**src/rtl/memory_port_pkg.sv**
```systemverilog
// memory_port_pkg
//    Shared encodings for the instruction-fetch / memory-stage SRAM arbiter:
//    memory-stage command codes, arbiter FSM states, port-owner codes and the
//    default SRAM access length.
package memory_port_pkg;

   // Memory-stage command on mem_ctrl; MEM_RSVD behaves exactly like MEM_IDLE.
   typedef enum logic [1:0] {
      MEM_IDLE  = 2'b00,
      MEM_READ  = 2'b01,
      MEM_WRITE = 2'b10,
      MEM_RSVD  = 2'b11
   } memCtrlT;

   typedef enum logic [1:0] {
      IDLE   = 2'b00,
      ACCESS = 2'b01,
      DONE   = 2'b10
   } arbStateT;

   typedef enum logic {
      OWNER_IF  = 1'b0,
      OWNER_MEM = 1'b1
   } ownerT;

   // Cycles the SRAM strobes stay active per access (legal range 1..15).
   localparam int ACCESS_CYCLES_DEFAULT = 2;

   // Timer width covers the largest legal load value (15 - 1).
   localparam int TIMER_W = 4;

endpackage

```
**src/rtl/sram_access_timer.sv**
```systemverilog
// sram_access_timer
//    Loadable down-counter that paces one SRAM access. The count stops at
//    zero, and terminal is high whenever the count is zero.
// Ports:
//    clock      in  system clock
//    reset      in  asynchronous active-low reset (count clears to 0)
//    load       in  load loadValue this cycle (has priority over decrement)
//    loadValue  in  value to load
//    decrement  in  count down by one this cycle (saturates at 0)
//    terminal   out count is zero
module sram_access_timer #(
   parameter int WIDTH = 4
) (
   input  logic             clock,
   input  logic             reset,
   input  logic             load,
   input  logic [WIDTH-1:0] loadValue,
   input  logic             decrement,
   output logic             terminal
);

   logic [WIDTH-1:0] countReg;

   always_ff @(posedge clock or negedge reset) begin
      if (!reset) begin
         countReg <= '0;
      end else if (load) begin
         countReg <= loadValue;
      end else if (decrement && (countReg != '0)) begin
         countReg <= countReg - 1'b1;
      end
   end

   assign terminal = (countReg == '0);

endmodule

```
**src/rtl/memory_port_arbiter.sv**
```systemverilog
// memory_port_arbiter
//    Shares one external asynchronous SRAM between instruction fetch
//    (read-only) and the memory-access stage (read/write). Each access runs
//    IDLE -> ACCESS (ACCESS_CYCLES cycles with strobes active) -> DONE (one
//    cycle: strobes released, address/data still held, ready pulse).
//    Contention is resolved round-robin against the last completed owner.
// Ports:
//    clock, reset               clock, asynchronous active-low reset
//    if_req/if_addr             fetch read request (level) and address
//    if_rdata/if_ready          registered fetch data, one-cycle done pulse
//    mem_ctrl/mem_addr/mem_wdata memory-stage command, address, store data
//    mem_rdata/mem_ready        registered load data, one-cycle done pulse
//    stall                      pipeline stall while any request is open
//    sram_addr/sram_wdata       SRAM address and write data (registered)
//    sram_rdata                 SRAM read data
//    sram_ce_n/oe_n/we_n        active-low SRAM strobes (registered)
module memory_port_arbiter
   import memory_port_pkg::*;
#(
   parameter int ADDR_W        = 16,
   parameter int DATA_W        = 16,
   parameter int ACCESS_CYCLES = ACCESS_CYCLES_DEFAULT
) (
   input  logic              clock,
   input  logic              reset,
   input  logic              if_req,
   input  logic [ADDR_W-1:0] if_addr,
   output logic [DATA_W-1:0] if_rdata,
   output logic              if_ready,
   input  logic [1:0]        mem_ctrl,
   input  logic [ADDR_W-1:0] mem_addr,
   input  logic [DATA_W-1:0] mem_wdata,
   output logic [DATA_W-1:0] mem_rdata,
   output logic              mem_ready,
   output logic              stall,
   output logic [ADDR_W-1:0] sram_addr,
   output logic [DATA_W-1:0] sram_wdata,
   input  logic [DATA_W-1:0] sram_rdata,
   output logic              sram_ce_n,
   output logic              sram_oe_n,
   output logic              sram_we_n
);

   localparam logic [TIMER_W-1:0] TIMER_LOAD = TIMER_W'(ACCESS_CYCLES - 1);

   arbStateT stateReg;
   ownerT    ownerReg;
   ownerT    lastGrantReg;
   logic     writeReg;

   logic memReq;
   logic memWrite;
   logic grantIf;
   logic grantMem;
   logic timerDone;

   // The reserved code is neither a request nor a stall source.
   assign memReq   = (mem_ctrl == MEM_READ) || (mem_ctrl == MEM_WRITE);
   assign memWrite = (mem_ctrl == MEM_WRITE);

   assign stall = (if_req & ~if_ready) | (memReq & ~mem_ready);

   // Requests are only looked at in IDLE; on a tie the port that did not
   // own the previous access wins.
   always_comb begin
      grantIf  = 1'b0;
      grantMem = 1'b0;
      if (stateReg == IDLE) begin
         if (if_req && memReq) begin
            if (lastGrantReg == OWNER_MEM) grantIf  = 1'b1;
            else                           grantMem = 1'b1;
         end else if (if_req) begin
            grantIf = 1'b1;
         end else if (memReq) begin
            grantMem = 1'b1;
         end
      end
   end

   sram_access_timer #(
      .WIDTH(TIMER_W)
   ) accessTimer (
      .clock     (clock),
      .reset     (reset),
      .load      (grantIf | grantMem),
      .loadValue (TIMER_LOAD),
      .decrement (stateReg == ACCESS),
      .terminal  (timerDone)
   );

   // Strobes are set on the grant edge so they are active for exactly the
   // ACCESS cycles; read data is captured on the last ACCESS edge while
   // sram_oe_n is still low.
   always_ff @(posedge clock or negedge reset) begin
      if (!reset) begin
         stateReg     <= IDLE;
         ownerReg     <= OWNER_IF;
         lastGrantReg <= OWNER_MEM;
         writeReg     <= 1'b0;
         if_rdata     <= '0;
         if_ready     <= 1'b0;
         mem_rdata    <= '0;
         mem_ready    <= 1'b0;
         sram_addr    <= '0;
         sram_wdata   <= '0;
         sram_ce_n    <= 1'b1;
         sram_oe_n    <= 1'b1;
         sram_we_n    <= 1'b1;
      end else begin
         case (stateReg)
            IDLE: begin
               if (grantIf) begin
                  ownerReg  <= OWNER_IF;
                  writeReg  <= 1'b0;
                  sram_addr <= if_addr;
                  sram_ce_n <= 1'b0;
                  sram_oe_n <= 1'b0;
                  sram_we_n <= 1'b1;
                  stateReg  <= ACCESS;
               end else if (grantMem) begin
                  ownerReg   <= OWNER_MEM;
                  writeReg   <= memWrite;
                  sram_addr  <= mem_addr;
                  sram_wdata <= mem_wdata;
                  sram_ce_n  <= 1'b0;
                  sram_oe_n  <= memWrite;
                  sram_we_n  <= ~memWrite;
                  stateReg   <= ACCESS;
               end
            end
            ACCESS: begin
               if (timerDone) begin
                  sram_ce_n <= 1'b1;
                  sram_oe_n <= 1'b1;
                  sram_we_n <= 1'b1;
                  if (ownerReg == OWNER_IF) begin
                     if_rdata <= sram_rdata;
                     if_ready <= 1'b1;
                  end else begin
                     if (!writeReg) mem_rdata <= sram_rdata;
                     mem_ready <= 1'b1;
                  end
                  stateReg <= DONE;
               end
            end
            DONE: begin
               if_ready     <= 1'b0;
               mem_ready    <= 1'b0;
               lastGrantReg <= ownerReg;
               stateReg     <= IDLE;
            end
            default: begin
               stateReg <= IDLE;
            end
         endcase
      end
   end

endmodule

```
**config.mk**
```make
export PLATFORM = sky130hd
export DESIGN_NAME = memory_port_arbiter
export DESIGN_NICKNAME = d
export VERILOG_FILES = /design/src/rtl/memory_port_pkg.sv /design/src/rtl/sram_access_timer.sv /design/src/rtl/memory_port_arbiter.sv
export SDC_FILE = /design/constraint.sdc
export NUM_CORES = 1
export LEC_CHECK = 0
export CAP_MARGIN = 5
export CORE_ASPECT_RATIO = 0.75
export CORE_UTILIZATION = 43
export CTS_CLUSTER_DIAMETER = 200
export CTS_CLUSTER_SIZE = 12
export DETAILED_ROUTE_END_ITERATION = 8
export GPL_TIMING_DRIVEN = 1
export PLACE_DENSITY = 0.87
export SETUP_SLACK_MARGIN = 0.3
export SYNTH_ARGS = -nofsm -noshare
export SYNTH_HDL_FRONTEND = slang
export SYNTH_HIERARCHICAL = 1
export SYNTH_SLANG_ARGS = --single-unit
```
**constraint.sdc**
```tcl
create_clock -name clock -period 3.4 [get_ports clock]
set_clock_uncertainty 0.2 [all_clocks]
set_input_delay 0.51 -clock clock [delete_from_list [all_inputs] [get_ports clock]]
set_output_delay 0.51 -clock clock [all_outputs]
set_load 0.02 [all_outputs]
```
After elaboration in Yosys (flattened, before gate mapping). Cells that the tools add are included.

$add $sub $neg: 1. Equality and inequality tests: 8. Mux-type cells: 35. Bitwise operators: 10. Reduce and logical (&&, ||, !) cells: 18.

Operators by type and width (count): $mux W16 (2); $mux W1 (22); $reduce_and A3 Y1 (5); $pmux W1 S2 (5); $mux W4 (2); $reduce_bool A2 Y1 (4); $mux W2 (3); $ne A2 B2 Y1 const B (3); $not A1 Y1 (6); $eq A2 B1 Y1 const B (2); $eq A2 B2 Y1 const B (2); $logic_not A4 Y1 (1); $pmux W2 S2 (1); $reduce_and A2 Y1 (2); $reduce_and A4 Y1 (1); $reduce_bool A4 Y1 (1); $sub A4 B1 Y4 const B (1); $ne A3 B3 Y1 const B (1); $and A1 B1 Y1 (2); $logic_and A1 B1 Y1 (2); $logic_not A2 Y1 (1); $or A1 B1 Y1 (2); $logic_or A1 B1 Y1 (1).

Register bits after elaboration: 78. Logic and storage cells: 86.

Depth between registers and ports, before layout.
Depth in word-level cells: 9. Mapped depth: 9.

Hierarchy. Netlist, hierarchy kept.

Modules (own cells, without submodules): memory_port_arbiter (times used 1, cells an instance 239, area each 3101.7 µm², seq. area each 1856.8 µm²); sram_access_timer (times used 1, cells an instance 27, area each 270.3 µm², seq. area each 100.1 µm²).

Worst setup path before layout. No wires, ideal clock.

Path kind: input to register. Start point: input mem_ctrl[0]. End point: register accessTimer.countReg[1]. Library setup time: 0.080 ns. Arrival: 2.339 ns. Required time: 3.120 ns. Path slack: 0.781 ns. Stages: 9. Cells stage by stage: inv_1 -> ha_1 -> nor2b_1 -> nand2b_1 -> buf_2 -> inv_1 -> buf_6 -> or4_1 -> o211ai_2.

Cells in the longest elaborated chain, start to end: 8. Elaborated cells between the ends (all ways): 13.

RTL lines: start, declared (RTL line memory_port_arbiter.sv:30) `input logic [1:0] mem_ctrl,`; $eq A2 B1 Y1 / $eq A2 B2 Y1 (equally long branches) (RTL line memory_port_arbiter.sv:58) `assign memReq = (mem_ctrl == MEM_READ) || (mem_ctrl == MEM_WRITE);`; $logic_or A1 B1 Y1 * (RTL line memory_port_arbiter.sv:58); $mux W1 (RTL line memory_port_arbiter.sv:74) `end else if (memReq) begin`; $mux W1 (RTL line memory_port_arbiter.sv:72) `end else if (if_req) begin`; $mux W1 (RTL line memory_port_arbiter.sv:69) `if (if_req && memReq) begin`; $mux W1 (RTL line memory_port_arbiter.sv:68) `if (stateReg == IDLE) begin`; $or A1 B1 Y1 * (RTL line memory_port_arbiter.sv:85) `.load (grantIf | grantMem),`; $mux W4 / $reduce_bool A2 Y1 (equally long branches); end signal, assigned (RTL line sram_access_timer.sv:28) `countReg <= loadValue;`; end signal, assigned (RTL line sram_access_timer.sv:30) `countReg <= countReg - 1'b1;`; end, declared (RTL line sram_access_timer.sv:22) `logic [WIDTH-1:0] countReg;`.

Mark *: on every way between the ends. The rest lies on a longest branch, timed or not. A chain may end at the register's enable or synchronous reset.

Final worst setup path.
Start point: input mem_ctrl[0]. End point: output stall.

Cells in the longest elaborated chain, start to end: 4. Elaborated cells between the ends (all ways): 5.

RTL lines: $eq A2 B1 Y1 / $eq A2 B2 Y1 (equally long branches) (RTL line memory_port_arbiter.sv:58); $logic_or A1 B1 Y1 * (RTL line memory_port_arbiter.sv:58); $and A1 B1 Y1 * (RTL line memory_port_arbiter.sv:61) `assign stall = (if_req & ~if_ready) | (memReq & ~mem_ready);`; $or A1 B1 Y1 * (RTL line memory_port_arbiter.sv:61); end, declared (RTL line memory_port_arbiter.sv:35) `output logic stall,`.

Marked as above.

==> results.yml <==
finish:
  diodes: 0
  area_delta_synth_final_pct: 51.4
  nets: 481
  drive_gt1_frac: 0.205
  final_core_util: 0.684
power_and_ir_drop:
  cellLeakagePower_uw: 0.00216
  ir_drop_mv: 0.546
  fin_total_pwr_uw: 5030
  power_density_nw_per_um2: 986
setup_path:
  arrival_ps: 2150
  critPathMaxFanout: 5
  slowest_stage: "clkdlybuf4s50_1"
  endpoint_kind: "output port"
  cp_slowest_stage_delay_ps: 610
  cp-start-kind: "input pin"
  crit_chain: "clkdlybuf4s50_1, inv_1, ha_1, o2bb2ai_1, clkdlybuf4s50_1"
  crit_type: "input pin to output port"
  cp_data_required_time_ps: 2690
  cp_common_cell: "clkdlybuf4s50_1"
global_routing:
  grt_pass1_vias: 2825
  grtUsageTotal: 0.222
  grt-ovfl-total: 0
  antenna_found_initial: 0
  grt_max_degree: 79
  grt_pass1_wl_um: 14100
clock_tree:
  clk_pin_slew_ps: 80
  cts_tree: "built"
  cts-root-buf: "clkbuf_8"
  insertion_delay_ps: 340
  cts_setup_buffers: 0
  cts_buffers: 9
  holdBufCountCts: 0
  clock-sinks: 78
  cts-htree-levels: 3
  clock_path_buffers: 2
  post_cts_resized: 0
synth:
  syn_area_sq_um: 3370
  yosysMostFrequentCell: "dfrtp_1"
  yosys.area.top_type: "dfrtp_1"
  synth.distinct_cells: 42
  synth-seq-cells: 78
  avgSynthCellArea_sq_um: 12.7
  synthArstFlopShare: 1.00
  synth_cells: 266
  synth_top_flop_cell: "dfrtp_1"
  ys_warn_count: 6
  synthTopCellsByCount: "dfrtp_1 (74), mux2_2 (49), inv_1 (27)"
  synth_edf_count: 0
  synth_top_cell_area_share: 0.549
  synth_seq_area_share: 0.580
  synth_area_leaders: "dfrtp_1 (55%), mux2_2 (16%), dfstp_2 (3.1%), o21ai_0 (3.1%), inv_1 (3.0%)"
routing:
  drc: 0
  ant_nets: 0
  vias: 2705
  drt_iter0_markers: 118
  vias_per_cell: 5.24
  drt-total-wl_um: 8530
  firstDrtPassIters: 4
  post_drt_wl_per_cell_um: 16.5
timing:
  setup-violations-final: 0
  finalSetupTns_ps: 0
  finalHoldViolations: 0
  finalCritPeriodShare: 0.841
  hold_ws_ps: 105
  timing.fmax_mhz: 350
  tightest_slew_ps: 985
  relSlewSlack: 0.344
  slew_violations: 0
  final.min_clock_period_ps: 2860
  rsz0062_at_grt: "false"
floorplanning:
  die_width_um: 104
  core_sq_um: 7470
  die-area_sq_um: 8200
  rows: 27
  initial_utilization: 0.452
  die_y_um: 78.7
  io_pins: 139
place:
  hpwl_um: 5940
  place_congestion: 0.842
  portBuffers: 138
status:
  status: "finished, final reports clean"
run:
  maxCapViolCount: 0
hold_path:
  hold_path.class: "input pin to async pin"
metrics by stage:
stage,worst slack [ps],cell area (sq um),cells
after detailed placement,536,4860,500
after global routing,498,5100,516
after global placement,579,4860,500
final,542,5100,516
after CTS,534,5100,516
after floorplan,781,3380,268
sequential cells by signal, indices dropped and copies added (netlist names), 2 cells and up:
| register | count |
|---|---|
| sram_wdata | 16 |
| accessTimer/countReg | 4 |
| sram_addr | 16 |
| mem_rdata | 16 |
| stateReg | 2 |
| if_rdata | 16 |
critical path, delay by kind of cell:
| family | cells | cell delay (ps) |
|---|---|---|
| AO/OA/AOI/OAI | 1 | 160 |
| adder cells (fa/ha/maj) | 1 | 370 |
| buffers and inverters | 3 | 1110 |
cells by family after synthesis:
| logic type | Yosys count | synth area share |
|---|---|---|
| AO/OA/AOI/OAI | 51 | 0.109 |
| adder cells (fa/ha/maj) | 2 | 0.00742 |
| buffers and inverters | 43 | 0.0571 |
| flip-flops | 78 | 0.580 |
| multiplexers | 49 | 0.164 |
| other | 2 | 0.00223 |
| AND/OR/NAND/NOR | 41 | 0.0802 |
placed cells by master, fill, tap and decap left out, types with 3 or more instances in the layout:
cell	instances
o311ai_0	7
clkbuf_8	9
o21ai_0	21
o311ai_1	9
conb_1	4
nor2_1	3
dfstp_2	4
inv_1	27
mux2_2	49
clkdlybuf4s50_1	137
bufinv_16	3
buf_4	10
nand2_1	3
dfrtp_1	74
nand4_1	16
per-layer routing:
| metal | routed length, um | part of all wire | GRT usage |
|---|---|---|---|
| met3 | 704 | 0.083 | 0.0764 |
| met5 | 0 | 0 | 0 |
| met2 | 4090 | 0.48 | 0.373 |
| met4 | 57 | 0.0067 | 0.0500 |
| met1 | 3680 | 0.43 | 0.279 |
power breakdown:
| part | switching (uW) | internal [uW] | leakage [uW] |
|---|---|---|---|
| combinational | 1220 | 1280 | 0.00112 |
| clock | 352 | 492 | 0.000120 |
| sequential | 280 | 1410 | 0.000925 |
path summary, 6_finish.rpt:
| check | from | endpoint | slack (ps) | cells after the start |
|---|---|---|---|---|
| setup / recovery | mem_ctrl[0] | stall | 540 | 5 |
| hold / removal | reset | sram_wdata[13] | 100 | 1 |
| setup reg to reg | accessTimer/countReg[0] | mem_rdata[2] | 860 | 7 |
| hold reg to reg | if_rdata[7] | if_rdata[7] | 310 | 1 |
| max in group asynchronous | reset | mem_rdata[11] | 2240 | 1 |
| min in group clock | if_rdata[7] | if_rdata[7] | 310 | 1 |
final cells by class:
type                            count  area [sq um]
Multi-Input combinational cell    147          1230
Fill cell                         553          2360
Inverter                           27           101
Tap cell                          101           126
Clock inverter                      7           120
Clock buffer                        9           124
Sequential cell                    78          1960
Timing Repair Buffer              147          1450
No activity file was read; power rests on OpenSTA's default activity.
